File: src/rtl/route_stack_ctrl.sv
// Path-stack sequencer: records explored turns, replays them reversed on dead ends,
// and unwinds the whole stack on goal to return the car to its start point.
module route_stack_ctrl #(
    parameter int unsigned DEPTH   = 49,
    parameter int unsigned CNT_W   = 6,
    parameter int unsigned TIMEOUT = 50000,
    parameter int unsigned TO_W    = 16
) (
    input  logic             clk,
    input  logic             rst,
    input  logic             start,
    input  logic             turn_valid,
    input  logic [1:0]       turn_code,
    input  logic             dead_end,
    input  logic             goal_reached,
    input  logic             move_done,
    output logic             stk_en,
    output logic             stk_push,
    output logic [1:0]       stk_push_val,
    output logic             stk_pop,
    input  logic [1:0]       stk_pop_val,
    output logic             cmd_valid,
    output logic [1:0]       cmd_dir,
    output logic [CNT_W-1:0] depth,
    output logic             busy,
    output logic             done,
    output logic             overflow,
    output logic             err
);

    typedef enum logic [3:0] {
        S_IDLE,
        S_EXPLORE,
        S_PUSH_GAP,
        S_POP,
        S_POP_GAP,
        S_CAPTURE,
        S_WAIT_MOVE,
        S_DONE,
        S_ERR
    } state_t;

    typedef enum logic {
        M_BACKTRACK,
        M_RETURN
    } mode_t;

    localparam logic [CNT_W-1:0] DEPTH_MAX = CNT_W'(DEPTH);
    localparam logic [TO_W-1:0]  TO_LAST   = TO_W'(TIMEOUT - 1);

    state_t           state_q, state_d;
    mode_t            mode_q, mode_d;
    logic [CNT_W-1:0] depth_q, depth_d;
    logic [TO_W-1:0]  to_cnt_q, to_cnt_d;
    logic             stk_en_q, stk_en_d;
    logic             stk_push_q, stk_push_d;
    logic [1:0]       stk_push_val_q, stk_push_val_d;
    logic             stk_pop_q, stk_pop_d;
    logic             cmd_valid_q, cmd_valid_d;
    logic [1:0]       cmd_dir_q, cmd_dir_d;
    logic             busy_q, busy_d;
    logic             done_q, done_d;
    logic             overflow_q, overflow_d;
    logic             err_q, err_d;

    // Undoing a turn swaps left and right; straight and u-turn are self-inverse.
    function automatic logic [1:0] rev_turn(input logic [1:0] code);
        return {code[0], code[1]};
    endfunction

    always_comb begin
        state_d        = state_q;
        mode_d         = mode_q;
        depth_d        = depth_q;
        to_cnt_d       = to_cnt_q;
        stk_push_d     = 1'b0;
        stk_push_val_d = stk_push_val_q;
        stk_pop_d      = 1'b0;
        cmd_valid_d    = 1'b0;
        cmd_dir_d      = cmd_dir_q;
        overflow_d     = overflow_q;

        case (state_q)
            S_IDLE, S_DONE, S_ERR: begin
                if (start) begin
                    state_d    = S_EXPLORE;
                    depth_d    = '0;
                    to_cnt_d   = '0;
                    overflow_d = 1'b0;
                end
            end
            S_EXPLORE: begin
                if (goal_reached) begin
                    if (depth_q == '0) begin
                        state_d = S_DONE;
                    end else begin
                        mode_d  = M_RETURN;
                        state_d = S_POP;
                    end
                end else if (dead_end) begin
                    if (depth_q != '0) begin
                        mode_d  = M_BACKTRACK;
                        state_d = S_POP;
                    end
                end else if (turn_valid) begin
                    if (depth_q < DEPTH_MAX) begin
                        stk_push_d     = 1'b1;
                        stk_push_val_d = turn_code;
                        state_d        = S_PUSH_GAP;
                    end else begin
                        overflow_d = 1'b1;
                    end
                end
            end
            S_PUSH_GAP: begin
                if (depth_q < DEPTH_MAX) begin
                    depth_d = depth_q + CNT_W'(1);
                end
                state_d = S_EXPLORE;
            end
            S_POP: begin
                stk_pop_d = 1'b1;
                state_d   = S_POP_GAP;
            end
            S_POP_GAP: begin
                state_d = S_CAPTURE;
            end
            // The stack presents the popped entry one cycle after it samples the pop.
            S_CAPTURE: begin
                cmd_dir_d   = rev_turn(stk_pop_val);
                cmd_valid_d = 1'b1;
                if (depth_q != '0) begin
                    depth_d = depth_q - CNT_W'(1);
                end
                to_cnt_d = '0;
                state_d  = S_WAIT_MOVE;
            end
            S_WAIT_MOVE: begin
                if (move_done) begin
                    if (mode_q == M_BACKTRACK) begin
                        state_d = S_EXPLORE;
                    end else if (depth_q != '0) begin
                        state_d = S_POP;
                    end else begin
                        state_d = S_DONE;
                    end
                end else if (to_cnt_q == TO_LAST) begin
                    state_d = S_ERR;
                end else begin
                    to_cnt_d = to_cnt_q + TO_W'(1);
                end
            end
            default: begin
                state_d = S_IDLE;
            end
        endcase

        // Status flags follow the state being entered so they stay registered.
        busy_d   = !(state_d inside {S_IDLE, S_DONE, S_ERR});
        done_d   = (state_d == S_DONE);
        err_d    = (state_d == S_ERR);
        stk_en_d = !(state_d inside {S_IDLE, S_ERR});
    end

    always_ff @(posedge clk or posedge rst) begin
        if (rst) begin
            state_q        <= S_IDLE;
            mode_q         <= M_BACKTRACK;
            depth_q        <= '0;
            to_cnt_q       <= '0;
            stk_en_q       <= 1'b0;
            stk_push_q     <= 1'b0;
            stk_push_val_q <= '0;
            stk_pop_q      <= 1'b0;
            cmd_valid_q    <= 1'b0;
            cmd_dir_q      <= '0;
            busy_q         <= 1'b0;
            done_q         <= 1'b0;
            overflow_q     <= 1'b0;
            err_q          <= 1'b0;
        end else begin
            state_q        <= state_d;
            mode_q         <= mode_d;
            depth_q        <= depth_d;
            to_cnt_q       <= to_cnt_d;
            stk_en_q       <= stk_en_d;
            stk_push_q     <= stk_push_d;
            stk_push_val_q <= stk_push_val_d;
            stk_pop_q      <= stk_pop_d;
            cmd_valid_q    <= cmd_valid_d;
            cmd_dir_q      <= cmd_dir_d;
            busy_q         <= busy_d;
            done_q         <= done_d;
            overflow_q     <= overflow_d;
            err_q          <= err_d;
        end
    end

    assign stk_en       = stk_en_q;
    assign stk_push     = stk_push_q;
    assign stk_push_val = stk_push_val_q;
    assign stk_pop      = stk_pop_q;
    assign cmd_valid    = cmd_valid_q;
    assign cmd_dir      = cmd_dir_q;
    assign depth        = depth_q;
    assign busy         = busy_q;
    assign done         = done_q;
    assign overflow     = overflow_q;
    assign err          = err_q;

endmodule

File: config.mk
export PLATFORM = sky130hd
export DESIGN_NAME = route_stack_ctrl
export DESIGN_NICKNAME = d
export VERILOG_FILES = /design/src/rtl/route_stack_ctrl.sv
export SDC_FILE = /design/constraint.sdc
export NUM_CORES = 1
export LEC_CHECK = 0
export ABC_AREA = 1
export CAP_MARGIN = 40
export CORE_UTILIZATION = 62
export CTS_BUF_LIST = sky130_fd_sc_hd__clkbuf_4
export CTS_CLUSTER_SIZE = 16
export DETAILED_ROUTE_END_ITERATION = 10
export GPL_ROUTABILITY_DRIVEN = 0
export PLACE_DENSITY_LB_ADDON = 0.05
export SYNTH_ARGS = -nofsm -noshare
export SYNTH_HDL_FRONTEND = slang
export SYNTH_SLANG_ARGS = --single-unit
File: constraint.sdc
create_clock -name clk -period 3.1 [get_ports clk]
set_input_delay 0.31 -clock clk [delete_from_list [all_inputs] [get_ports clk]]
set_output_delay 0.31 -clock clk [all_outputs]
set_load 0.05 [all_outputs]
==> impl_results.md <==
* Slowest-stage cell, CP: dfrtp_1
* Min cycle time layout at 2.34 ns
* Worst Path Arrival at 2.59 ns
* # H-tree levels at 2
* Worst-Skew Late Latency at 0.35 ns
* Mapped Area at 2410 sq um
* Fin. Hold Viols at 0
* Critical path origin: state_q[1]$_DFF_PP0_
* Leak Pwr at 0.00138 uW
* Layout Nets at 379
* Most common cell after layout, fill and taps aside: nand2_1
* RSZ-0062 raised after global routing: no
* Post-CTS resize count at 0
* Crit path max fanout at 21
* Initial antenna violation count at 0
* Yosys warns at 0
* Chip width at 64.4 um
* Synthesized Nets at 351
* Io pins at 29
* Starting Density at 65.4%
* CP Capture Type: flip-flop
* Root Buffer: clkbuf_4
* Clk buf depth at 2
* Outcome: complete, no violations
* Core area at 3690 sq um
* Max Fclk at 0.428 GHz
* Delay-heaviest family, CP: simple AND/OR/NAND/NOR gates
* Post-synthesis register bit count at 39
* Syn Inst Count at 334
* CP Class: flip-flop to flip-flop
* Netlist cell types at 32
* Drt wl/cell at 12.8 um
* CTS buffer count at 5
* Layout cell share with drive strength beyond 1 at 9.37%
* Total clock sinks at 39
* Pre-antenna DRT Iters at 4
* Slew margin rel. at 66.7%
* Final setup fails at 0
* Post-CTS Setup Inserts at 0
* DRT iter0 DRCs at 121
* Peak VDD IR at 690 uV
* Worst Hold Class: input port to asynchronous set/reset pin
* CTS tree: yes
* Worst r2r src: state_q[1]$_DFF_PP0_
* Most frequent cells in the layout: nand2_1, dfrtp_1, nor2_1
* Worst Tran Pin Value at 0.498 ns
* Worst Setup Start Kind: flip-flop
* CP max stage delay at 0.61 ns
* Area Growth Syn to Fin at 14.8%
* Power Density at 835 nW/um^2
* Max Cap Viol at 0
* Reg clk slew, reported paths at 0.12 ns
* CP Data Required Time at 3.35 ns
* DP HPWL at 3840 um
* Largest net degree at the start of global routing at 40
* DIE AREA at 4140 sq um
* Row count at 22
* Total number of vias at 2219
* Sequential fraction of the synthesis area at 40.5%
* Setup Skew at 0.00719 ns
* Routed wire length at 5260 um
* I/O Buffers at 28
* Final-report max-slew violation count at 0
* GRT overflow at 0
* Diode count at 0
* Vias per cell at 5.40
* Post-route setup TNS at 0 ns
* Number of global-route vias before repair at 2102
* First-pass GRT wire length at 8910 um
* GR Util All Layers at 28.2%
* Final ANT Viol Nets at 0
* Final period utilization at 75.4%
* Post-route DRC at 0
* Total power at 2310 uW
* Crit path buf inv count at 3
* Hold-fix buffers at CTS at 0
* Crit path cell chain: inv_1, nor3_4, inv_2, nor2_2, nor2_1, nand3_2, inv_2, nand2_1, nand2_1
* Synthesized area per cell at 7.22 sq um
* Die height at 64.4 um
[worst min-delay path: cells and delay by family]
kind,cells,cell delay (ns)
buf+inv,3,0.85
[report_power, final]
group | internal, uW | total (uW) | switching, uW
Clock | 106 | 274 | 168
Sequential | 619 | 733 | 113
Combinational | 399 | 1300 | 906
Total | 1120 | 2310 | 1190
[cells in the mapped netlist]
cell,instances,share of area [%]
a21oi_1,6,1.2
a31oi_1,2,0.52
buf_4,3,0.93
buf_6,1,0.47
clkbuf_1,4,0.62
dfrtp_1,39,40
fa_1,1,0.83
ha_1,5,2.6
inv_1,29,4.5
inv_2,9,1.4
nand2_1,119,19
nand2_2,4,1.0
nand3_1,17,3.5
nand3_2,1,0.41
nand3b_1,1,0.31
nand4_1,7,1.8
nor2_1,37,5.8
nor2_2,2,0.52
nor2_4,2,0.93
nor3_1,2,0.41
nor3_2,2,0.83
nor3_4,1,0.67
nor4_1,3,0.78
o211ai_2,1,0.52
o21ai_0,6,1.2
o21ai_1,9,1.9
o21ai_2,1,0.36
o21bai_1,1,0.31
or2_1,1,0.26
or2_2,2,0.52
xnor2_1,4,1.5
xor2_1,12,4.4
[flip-flops by register name, summed over array words and instances (netlist names)]
signal	count
cmd_dir	2
mode_q	1
cmd_valid	1
done	1
stk_push	1
stk_push_val	2
err	1
to_cnt_q	16
stk_pop	1
stk_en	1
overflow	1
state_q	4
busy	1
depth	6
[metal layers]
layer | track usage (%) | part of all wire [%] | up-vias
met2 | 49.5 | 51 | 45
li1 | - | - | 1101
met3 | 5.36 | 3.1 | 14
met5 | 0 | 0 | -
met1 | 33.7 | 44 | 1059
met4 | 11.4 | 2.4 | 0
[per-stage QoR]
stage          cell area [sq um]  utilization (%)  instances  hold WS, ns  setup WS (ns)
6_report                    2770             75.1        411        0.349          0.763
3_3_place_gp                2710             73.5        403        0.457          0.970
5_1_grt                     2770             75.1        411        0.417          0.562
4_1_cts                     2770             75.1        411        0.373          0.781
2_1_floorplan               2410                -        334        0.394           1.16
3_5_place_dp                2710             73.5        403        0.470          0.821
[path summary, 6_finish.rpt]
check                      cells past startpoint  slack [ns]                          end
setup / recovery                               9        0.76     to_cnt_q[10]$_DFFE_PP0P_
hold / removal                                 3        0.35      to_cnt_q[2]$_DFFE_PP0P_
setup reg to reg                               9        0.76     to_cnt_q[10]$_DFFE_PP0P_
hold reg to reg                                2        0.49  stk_push_val[0]$_DFFE_PP0P_
max in group asynchronous                      3        2.38                err$_DFF_PP0_
min in group clk                               2        0.49  stk_push_val[0]$_DFFE_PP0P_
[logic make-up (layout without fill, tap and decap cells)]
| group | Yosys count | in the layout | share of synthesized area (%) |
|---|---|---|---|
| DFF | 39 | 39 | 40.5 |
| AOI/OAI and AO/OA | 26 | 26 | 6.07 |
| adders and majority gates | 6 | 6 | 3.42 |
| and+or+nand+nor | 201 | 201 | 36.3 |
| buffers and inverters | 46 | 75 | 7.94 |
| xor gates and xnor gates | 16 | 16 | 5.81 |
[area by class of cell]
type                       count  area (sq um)
timing repair buffer          29           288
clock inverter                 1          5.00
inverter                      38           143
multi-input combinational    249          1240
tap                           48          60.1
fill                         319           920
clock buffer                   7          52.6
sequential                    39           976
Note: power is estimated with default switching activity, not from simulation.
